==> src/rtl/id_hazard_ctrl_pkg.sv <==
// Shared encodings and tag types for the decode-stage hazard/forwarding
// controller.
//   - fwd_src_e : forwarding select driven to the decode operand muxes
//   - tag_t     : destination tag carried by each in-flight stage
//   - STG_*     : index of each stage inside the packed tag array
package id_hazard_ctrl_pkg;

    localparam int REG_W   = 5;   // GR number width
    localparam int FWD_W   = 3;   // forwarding select width
    localparam int NUM_STG = 4;   // EX, MM1, MM2, WB

    localparam int STG_EX  = 0;
    localparam int STG_MM1 = 1;
    localparam int STG_MM2 = 2;
    localparam int STG_WB  = 3;

    typedef enum logic [FWD_W-1:0] {
        FWD_SRC_GR      = 3'd0,
        FWD_SRC_EX      = 3'd1,
        FWD_SRC_MM1     = 3'd2,
        FWD_SRC_MM2_REG = 3'd3,
        FWD_SRC_MM2_MEM = 3'd4,
        FWD_SRC_WB      = 3'd5
    } fwd_src_e;

    typedef struct packed {
        logic             valid;
        logic [REG_W-1:0] dest;
        logic             wen;
        logic             is_load;
    } tag_t;

    // Index 0 is the youngest stage (EX).
    typedef tag_t [NUM_STG-1:0] tag_arr_t;

endpackage

==> src/rtl/id_hazard_ctrl_if.sv <==
// Decode-side bundle of the hazard controller.
//   master : decode stage / environment (drives instruction fields and
//            pipeline controls, receives selects, stall and counter)
//   slave  : id_hazard_ctrl
interface id_hazard_ctrl_if #(
    parameter int CNT_W = 32
);
    import id_hazard_ctrl_pkg::*;

    logic             id_valid;
    logic [REG_W-1:0] id_rj;
    logic [REG_W-1:0] id_rk;
    logic             id_rj_used;
    logic             id_rk_used;
    logic [REG_W-1:0] id_dest;
    logic             id_wen;
    logic             id_is_load;
    logic             mem_stall;
    logic             ex_flush;
    logic [FWD_W-1:0] fwd_rj;
    logic [FWD_W-1:0] fwd_rk;
    logic             id_stall;
    logic [CNT_W-1:0] stall_cnt;

    modport master (
        output id_valid, id_rj, id_rk, id_rj_used, id_rk_used,
               id_dest, id_wen, id_is_load, mem_stall, ex_flush,
        input  fwd_rj, fwd_rk, id_stall, stall_cnt
    );

    modport slave (
        input  id_valid, id_rj, id_rk, id_rj_used, id_rk_used,
               id_dest, id_wen, id_is_load, mem_stall, ex_flush,
        output fwd_rj, fwd_rk, id_stall, stall_cnt
    );

endinterface

==> src/rtl/id_hazard_ctrl_fwd_src_sel.sv <==
// Priority forwarding match for one decode source operand.
//   src_i      : source register number
//   used_i     : source is actually read
//   tags_i     : in-flight tags, index 0 = EX (youngest) .. 3 = WB
//   sel_o      : forwarding select for the youngest matching stage
//   load_hit_o : youngest match is a load still in EX or MM1
module fwd_src_sel
    import id_hazard_ctrl_pkg::*;
(
    input  logic [REG_W-1:0] src_i,
    input  logic             used_i,
    input  tag_arr_t         tags_i,
    output fwd_src_e         sel_o,
    output logic             load_hit_o
);

    function automatic fwd_src_e stage_sel(input int stg, input logic ld);
        fwd_src_e s;
        case (stg)
            STG_EX:  s = ld ? FWD_SRC_GR : FWD_SRC_EX;
            STG_MM1: s = ld ? FWD_SRC_GR : FWD_SRC_MM1;
            STG_MM2: s = ld ? FWD_SRC_MM2_MEM : FWD_SRC_MM2_REG;
            default: s = FWD_SRC_WB;
        endcase
        return s;
    endfunction

    // Walk oldest to youngest so the youngest match is the one that sticks.
    always_comb begin
        sel_o      = FWD_SRC_GR;
        load_hit_o = 1'b0;
        for (int i = NUM_STG - 1; i >= 0; i--) begin
            if (used_i && (src_i != '0) && tags_i[i].valid && tags_i[i].wen &&
                (tags_i[i].dest == src_i)) begin
                load_hit_o = tags_i[i].is_load && (i <= STG_MM1);
                sel_o      = stage_sel(i, tags_i[i].is_load);
            end
        end
    end

endmodule

==> src/rtl/id_hazard_ctrl.sv <==
// Decode-stage hazard and forwarding controller.
//   clk, reset : clock, asynchronous active-high reset
//   bus        : decode fields, mem_stall/ex_flush in; fwd_rj/fwd_rk,
//                id_stall and the saturating load-use stall counter out
// Tracks destination tags across EX, MM1, MM2, WB and stalls decode on
// load-use hazards that no forwarding path can cover.
module id_hazard_ctrl
    import id_hazard_ctrl_pkg::*;
#(
    parameter int CNT_W = 32
) (
    input  logic              clk,
    input  logic              reset,
    id_hazard_ctrl_if.slave   bus
);

    tag_arr_t         tags_q, tags_d;
    logic [CNT_W-1:0] cnt_q, cnt_d;

    fwd_src_e sel_rj, sel_rk;
    logic     ld_hit_rj, ld_hit_rk;
    logic     hazard;
    logic     stall;

    fwd_src_sel u_sel_rj (
        .src_i      (bus.id_rj),
        .used_i     (bus.id_rj_used),
        .tags_i     (tags_q),
        .sel_o      (sel_rj),
        .load_hit_o (ld_hit_rj)
    );

    fwd_src_sel u_sel_rk (
        .src_i      (bus.id_rk),
        .used_i     (bus.id_rk_used),
        .tags_i     (tags_q),
        .sel_o      (sel_rk),
        .load_hit_o (ld_hit_rk)
    );

    // Under a load-use hazard the selects are irrelevant; park them on GR.
    assign hazard        = ld_hit_rj || ld_hit_rk;
    assign stall         = bus.id_valid && hazard;
    assign bus.id_stall  = stall;
    assign bus.fwd_rj    = hazard ? FWD_SRC_GR : sel_rj;
    assign bus.fwd_rk    = hazard ? FWD_SRC_GR : sel_rk;
    assign bus.stall_cnt = cnt_q;

    // Tag advance: a stalled or flushed decode slot enters EX as a bubble.
    // During a freeze everything holds, but a flush still kills EX.
    always_comb begin
        tags_d = tags_q;
        if (!bus.mem_stall) begin
            tags_d[STG_WB]  = tags_q[STG_MM2];
            tags_d[STG_MM2] = tags_q[STG_MM1];
            tags_d[STG_MM1] = tags_q[STG_EX];
            tags_d[STG_EX]  = '{valid:   bus.id_valid && !stall && !bus.ex_flush,
                                dest:    bus.id_dest,
                                wen:     bus.id_wen,
                                is_load: bus.id_is_load};
        end else if (bus.ex_flush) begin
            tags_d[STG_EX].valid = 1'b0;
        end
    end

    always_comb begin
        cnt_d = cnt_q;
        if (stall && !bus.mem_stall && (cnt_q != '1)) begin
            cnt_d = cnt_q + CNT_W'(1);
        end
    end

    always_ff @(posedge clk or posedge reset) begin
        if (reset) begin
            tags_q <= '0;
            cnt_q  <= '0;
        end else begin
            tags_q <= tags_d;
            cnt_q  <= cnt_d;
        end
    end

endmodule
==> src/flat_wrapper.sv <==
// flat-port wrapper written by rule: the top's interface ports become plain ports
module id_hazard_ctrl_flat import id_hazard_ctrl_pkg::*;
#(
    parameter int CNT_W = 32
)
  (clk, reset, bus_id_valid, bus_id_rj, bus_id_rk, bus_id_rj_used, bus_id_rk_used, bus_id_dest, bus_id_wen, bus_id_is_load, bus_mem_stall, bus_ex_flush, bus_fwd_rj, bus_fwd_rk, bus_id_stall, bus_stall_cnt);
  id_hazard_ctrl_if #(.CNT_W(CNT_W)) bus_i ();
  input  logic clk;
  input  logic reset;
  input wire logic [$bits(bus_i.id_valid)-1:0] bus_id_valid;
  input wire logic [$bits(bus_i.id_rj)-1:0] bus_id_rj;
  input wire logic [$bits(bus_i.id_rk)-1:0] bus_id_rk;
  input wire logic [$bits(bus_i.id_rj_used)-1:0] bus_id_rj_used;
  input wire logic [$bits(bus_i.id_rk_used)-1:0] bus_id_rk_used;
  input wire logic [$bits(bus_i.id_dest)-1:0] bus_id_dest;
  input wire logic [$bits(bus_i.id_wen)-1:0] bus_id_wen;
  input wire logic [$bits(bus_i.id_is_load)-1:0] bus_id_is_load;
  input wire logic [$bits(bus_i.mem_stall)-1:0] bus_mem_stall;
  input wire logic [$bits(bus_i.ex_flush)-1:0] bus_ex_flush;
  output wire logic [$bits(bus_i.fwd_rj)-1:0] bus_fwd_rj;
  output wire logic [$bits(bus_i.fwd_rk)-1:0] bus_fwd_rk;
  output wire logic [$bits(bus_i.id_stall)-1:0] bus_id_stall;
  output wire logic [$bits(bus_i.stall_cnt)-1:0] bus_stall_cnt;
  assign bus_i.id_valid = bus_id_valid;
  assign bus_i.id_rj = bus_id_rj;
  assign bus_i.id_rk = bus_id_rk;
  assign bus_i.id_rj_used = bus_id_rj_used;
  assign bus_i.id_rk_used = bus_id_rk_used;
  assign bus_i.id_dest = bus_id_dest;
  assign bus_i.id_wen = bus_id_wen;
  assign bus_i.id_is_load = bus_id_is_load;
  assign bus_i.mem_stall = bus_mem_stall;
  assign bus_i.ex_flush = bus_ex_flush;
  assign bus_fwd_rj = bus_i.fwd_rj;
  assign bus_fwd_rk = bus_i.fwd_rk;
  assign bus_id_stall = bus_i.id_stall;
  assign bus_stall_cnt = bus_i.stall_cnt;
  id_hazard_ctrl #(.CNT_W(CNT_W)) u_core (.clk(clk), .reset(reset), .bus(bus_i));
endmodule
==> config.mk <==
export PLATFORM = sky130hd
export DESIGN_NAME = id_hazard_ctrl_flat
export DESIGN_NICKNAME = d
export VERILOG_FILES = /design/src/rtl/id_hazard_ctrl_pkg.sv /design/src/rtl/id_hazard_ctrl_if.sv /design/src/rtl/id_hazard_ctrl_fwd_src_sel.sv /design/src/rtl/id_hazard_ctrl.sv /design/src/flat_wrapper.sv
export SDC_FILE = /design/constraint.sdc
export NUM_CORES = 1
export LEC_CHECK = 0
export CAP_MARGIN = 20
export CORE_ASPECT_RATIO = 1.4
export CORE_UTILIZATION = 48
export CTS_CLUSTER_DIAMETER = 50
export DETAILED_ROUTE_END_ITERATION = 10
export PLACE_DENSITY = 0.77
export SETUP_SLACK_MARGIN = 0.1
export SYNTH_ARGS = -nofsm -noshare
export SYNTH_HDL_FRONTEND = slang
export SYNTH_SLANG_ARGS = --single-unit
==> constraint.sdc <==
create_clock -name clk -period 2.3 [get_ports clk]
set_input_delay 0.345 -clock clk [delete_from_list [all_inputs] [get_ports clk]]
set_output_delay 0.345 -clock clk [all_outputs]
set_load 0.05 [all_outputs]
# ---- Word level (Yosys, flattened, before mapping)
# Index checks and enable logic that the tools add are counted.
dict set report totals {
  ramBits 0
  register_bits 63
  latch_bits 0
  mem_count 0
  inputBits 24
  mem_bits_ro 0
  output_inout_bits 39
}
dict set report op_classes {
  eq_ne 10
  mul 0
  bitwise 0
  n_shift 0
  n_reduce_logical 37
  n_addsub 1
  mux 19
  div_mod_pow 0
  order_cmp 0
}
# op n
set op_table {}
lappend op_table {{$eq 5x5->1} 8}
lappend op_table {{$mux 3} 11}
lappend op_table {{$add 32x1->32 const B} 1}
lappend op_table {{$ne 32x32->1 const B} 1}
lappend op_table {{$logic_and 1x1->1} 31}
lappend op_table {{$reduce_bool 5->1} 2}
lappend op_table {{$mux 1} 7}
lappend op_table {{$logic_not 1->1} 3}
lappend op_table {{$mux 2} 1}
lappend op_table {{$ne 2x1->1 const B} 1}
lappend op_table {{$logic_or 1x1->1} 1}

# ---- Depth between registers and ports, before layout
dict set report depth {
  depth_word 13
  depth_mapped 9
  depth_no_buf 7
}

# ---- Modules after synthesis
# A second synthesis with hierarchy kept.
dict set report unflattened {
  hier_cells 335
  hier_area_um2 3636.0
}
# module seq_area_each_um2 cells_each area_each_um2 n_inst
set by_module_without_submodules {}
lappend by_module_without_submodules {id_hazard_ctrl 1601.5 233 2842.7 1}
lappend by_module_without_submodules {fwd_src_sel 0.0 51 396.6 2}

# ---- Worst setup path after synthesis
# No wires, ideal clock.
dict set report synth_path {
  path_kind {in2out}
  startpoint {input port bus_id_rj[0]}
  endpoint {output port bus_fwd_rk[2]}
  path_buffers 2
  arrival_time_ns 3.604
  required_time_ns 1.955
  cell_stages 8
  setup_slack_ns -1.649
  path_cell_list {clkbuf_1 -> xnor2_1 -> nand2_1 -> or4_2 -> nand3_2 -> nand3_1 -> buf_2 -> nor4b_1}
}
dict set report synth_between {
  elab_chain_cells 9
  word_cells_on_any_way 14
  classes_between {eq/ne: 2; mux: 3; reduce/logical: 9}
}
# element line_no
set synth_lines {}
lappend synth_lines {{start, declared} flat_wrapper.sv:11} ;# input wire logic [$bits(bus_i.id_rj)-1:0] bus_id_rj;
lappend synth_lines {{$reduce_bool 5->1} id_hazard_ctrl_fwd_src_sel.sv:33} ;# if (used_i && (src_i != '0) && tags_i[i].valid && tags_i[i].wen &&
lappend synth_lines {{$logic_and 1x1->1 (4 in a row)} id_hazard_ctrl_fwd_src_sel.sv:33}
lappend synth_lines {{$mux 1} id_hazard_ctrl_fwd_src_sel.sv:33}
lappend synth_lines {{$mux 1 (*)} id_hazard_ctrl_fwd_src_sel.sv:33}
lappend synth_lines {{$logic_or 1x1->1 (*)} id_hazard_ctrl.sv:42} ;# assign hazard = ld_hit_rj || ld_hit_rk;
lappend synth_lines {{$mux 3 (*)} id_hazard_ctrl.sv:46} ;# assign bus.fwd_rk = hazard ? FWD_SRC_GR : sel_rk;
lappend synth_lines {{end, declared} flat_wrapper.sv:21} ;# output wire logic [$bits(bus_i.fwd_rk)-1:0] bus_fwd_rk;
# Mark *: on every way between the ends. The rest lies on a longest branch, timed or not.

# ---- Worst setup path in the final report
dict set report layout_path {
  startpoint {input port bus_id_rj[3]}
  endpoint {output port bus_fwd_rj[2]}
}
dict set report layout_between {
  elab_chain_cells 10
  word_cells_on_any_way 26
  classes_between {eq/ne: 4; mux: 7; reduce/logical: 15}
}
# element line_no
set layout_lines {}
lappend layout_lines {{$reduce_bool 5->1} id_hazard_ctrl_fwd_src_sel.sv:33}
lappend layout_lines {{$logic_and 1x1->1 (4 in a row)} id_hazard_ctrl_fwd_src_sel.sv:33}
lappend layout_lines {{$mux 3 (4 in a row)} id_hazard_ctrl_fwd_src_sel.sv:33}
lappend layout_lines {{$mux 3 (*)} id_hazard_ctrl.sv:45} ;# assign bus.fwd_rj = hazard ? FWD_SRC_GR : sel_rj;
lappend layout_lines {{end, declared} flat_wrapper.sv:20} ;# output wire logic [$bits(bus_i.fwd_rj)-1:0] bus_fwd_rj;
# Marks and branches as above.

==> results by group <==
Layout
  • # diodes: 0
  • Area delta synth->final: 54.5%
  • # nets final: 473
  • Layout cells sized above 1: 0.435
  • # fillers: 434
  • Post-route insts no fill: 548

Die
  • Initial Util: 0.501
  • Core Region: 0.00707 sq mm
  • Row count: 36
  • Die area: 0.00774 sq mm
  • Die X-Extent: 74.6 um
  • Die Ht: 104 um
  • I/O pin cnt: 63

Worst setup path
  • Largest stage delay on the critical path: 520 ps
  • Worst setup EP type: primary output
  • CP arrival: 2350 ps
  • Crit path launch type: primary input
  • Worst path required time: 1960 ps
  • CP cell instances: clkdlybuf4s15_1 -> or4_4 -> o21ai_4 -> nor4_4 -> o21ai_2 -> and3_4 -> nand2_4 -> nor3b_4 -> buf_12
  • Setup CP Type: in2out
  • Flop-to-flop setup slack: -110 ps
  • CP max stage cell: or4_4
  • CP Max Fanout: 4

GRT
  • Vias in the first global route: 3235
  • Global-route wire length before repair: 16.0 mm
  • Initial antenna violation count: 0
  • Overall Global Routing Usage: 0.276
  • GRT Residual Overflow: 0
  • Pin count of the biggest net entering global routing: 33

STA
  • RSZ-0062 raised after global routing: yes
  • Crit path setup slack, layout: -398 ps
  • Slew Limit Fails: 0
  • Final hold violations: 0
  • Final setup violation count: 15
  • Peak Freq: 0.371 GHz
  • Period utilization: 1.17
  • Worst slew margin: 0.657
  • Skew final: 12.8 ps
  • Hold WS: 358 ps
  • Worst Tran Pin Value: 513 ps
  • Fin crit period: 2700 ps

Detailed routing
  • Antenna viol nets, final: 0
  • Iteration-0 DRC Markers: 191
  • Vias: 3167
  • WL final: 10.5 mm
  • Via/cell ratio: 5.78
  • DR WL/cell: 19.1 um
  • First drt pass iteration count: 4
  • DRC: 0

CTS
  • Clk sink count: 63
  • Clock Path Buffers: 2
  • CTS tree: yes
  • CTS H-tree lvls: 3
  • CTS Buf Count: 9
  • Clk pin slew, worst setup/hold paths: 70 ps
  • CTS Root Cell: clkbuf_8
  • Clk_lat worst skew: 340 ps

Job
  • Max Cap Viol: 0

Outcome
  • Failing checks: setup timing
  • Status: complete, but fails checks

Hold path
  • Hold/Removal Path Class: in2async

Placement
  • Post-DP HPWL: 6.73 mm
  • Dpl cells: 511
  • Port bufs: 62
  • Gpl congestion: 0.886
  • Pre-CTS setup slack: -633 ps

Pwr
  • Leak Pwr: 2.28 nW
  • Power Dens Cells: 537 mW/mm^2
  • Max VDD drop: 0.644 mV

Yosys
  • Synth cell types: 41
  • Synthesized cell area: 0.00355 sq mm
  • Mapped Cells: 329
  • Syn_nets: 354
  • Syn avg cell area: 10.8 sq um
  • Seq/Total Area, Yosys: 0.445
  • #FFs+latches synth: 63
  • Ys Warns: 0
-- flip-flops by register name, summed over array words and instances (netlist names) --
name,cells
u_core.bus.stall_cnt,32
u_core.tags_q,31
-- area by class of cell --
class	count	area [sq um]	share of cell area
inverter	4	15.0	0.00274
clock buffer	13	159	0.0290
sequential	63	1600	0.291
timing repair buffer	127	1250	0.228
multi-input combinational	243	2270	0.415
clock inverter	3	65.1	0.0119
tap	95	119	0.0217
-- cells in the mapped netlist (all sizes together) --
cell    instances  area share
a21o            1      0.0021
nand2          18       0.019
a31oi           1      0.0018
nor3            8       0.013
a21oi           4      0.0056
nor2b           3      0.0053
buf            10       0.021
or4             3      0.0088
xor2           12       0.030
and3           12       0.023
ha              1      0.0035
a2111o          1      0.0032
xnor2          56        0.14
nand4          22       0.039
nor4           12       0.026
and4            5       0.012
and2            7       0.012
mux2i           1      0.0028
or3b            1      0.0025
nor2            7      0.0074
nand3b          2      0.0042
clkbuf          9      0.0095
nor4b           1      0.0025
nor3b           1      0.0021
nand2b          4      0.0071
dfrtp          63        0.44
inv             4      0.0042
o21ai           4       0.012
nand3          22       0.032
mux2           31       0.098
o221ai          1      0.0025
o21bai          2      0.0042
-- where the power goes --
part	total, mW	switching [mW]	internal, mW
sequential	1.32	0.126	1.20
clock	1.10	0.433	0.669
combinational	0.516	0.224	0.292
-- logic make-up after synthesis --
family / Yosys count / synth area share
buf+inv: 23 / 0.0346
compound gates: 14 / 0.0314
simple gates: 128 / 0.217
flops: 63 / 0.445
xor+xnor: 68 / 0.168
fa+ha+maj: 1 / 0.00353
mux: 32 / 0.101
-- critical path, delay by kind of cell --
kind / cells / cell delay [ps]
buf+inv: 2 / 410
simple gates: 5 / 1120
compound gates: 2 / 480
-- stage by stage --
step	TNS [ps]	power, mW	utilization	cell area (sq um)
2_1_floorplan	-1570	1.59	-	3710
3_3_place_gp	-16640	1.76	0.670	4740
3_5_place_dp	-19300	1.78	0.670	4740
4_1_cts	-2950	2.90	0.753	5330
5_1_grt	-6100	3.04	0.775	5480
6_report	-2580	2.94	0.775	5480
-- metal layers --
layer	GRT usage	share of wire	vias up
li1	-	-	1406
met1	0.288	0.35	1575
met2	0.488	0.55	141
met3	0.0574	0.043	45
met4	0.158	0.056	0
met5	0	0	-
-- repair_timing --
item | in CTS | in global routing
setup buffers | 14 | 12
endpoints found under the setup margin | 40 | 40
endpoints found under the hold margin | 0 | 0
gates resized for setup | 71 | 25
pin swaps | 32 | 28
hold buffers | 0 | 0
-- cell usage in the layout (no fill, tap or decap), types with 10 or more instances in the layout --
| cell | instances |
|---|---|
| nand3_1 | 15 |
| buf_12 | 11 |
| nand4_1 | 22 |
| clkdlybuf4s50_1 | 45 |
| buf_4 | 51 |
| buf_6 | 12 |
| xor2_1 | 12 |
| mux2_2 | 30 |
| nand2_1 | 15 |
| dfrtp_1 | 47 |
| dfrtp_2 | 16 |
| xnor2_1 | 48 |
| clkbuf_8 | 11 |
| nor4_4 | 10 |
-- worst paths after layout --
kind	from	to	cells past startpoint
max	bus_id_rj[3]	bus_fwd_rj[2]	9
min	reset	u_core.bus.stall_cnt[1]$_DFFE_PP0P_	2
max reg2reg	u_core.tags_q[13]$_DFFE_PP0N_	u_core.bus.stall_cnt[30]$_DFFE_PP0P_	10
min reg2reg	u_core.bus.stall_cnt[4]$_DFFE_PP0P_	u_core.bus.stall_cnt[4]$_DFFE_PP0P_	1
max in group asynchronous	reset	u_core.bus.stall_cnt[9]$_DFFE_PP0P_	3
min in group clk	u_core.bus.stall_cnt[4]$_DFFE_PP0P_	u_core.bus.stall_cnt[4]$_DFFE_PP0P_	1
(Power assumes the default switching activity.)
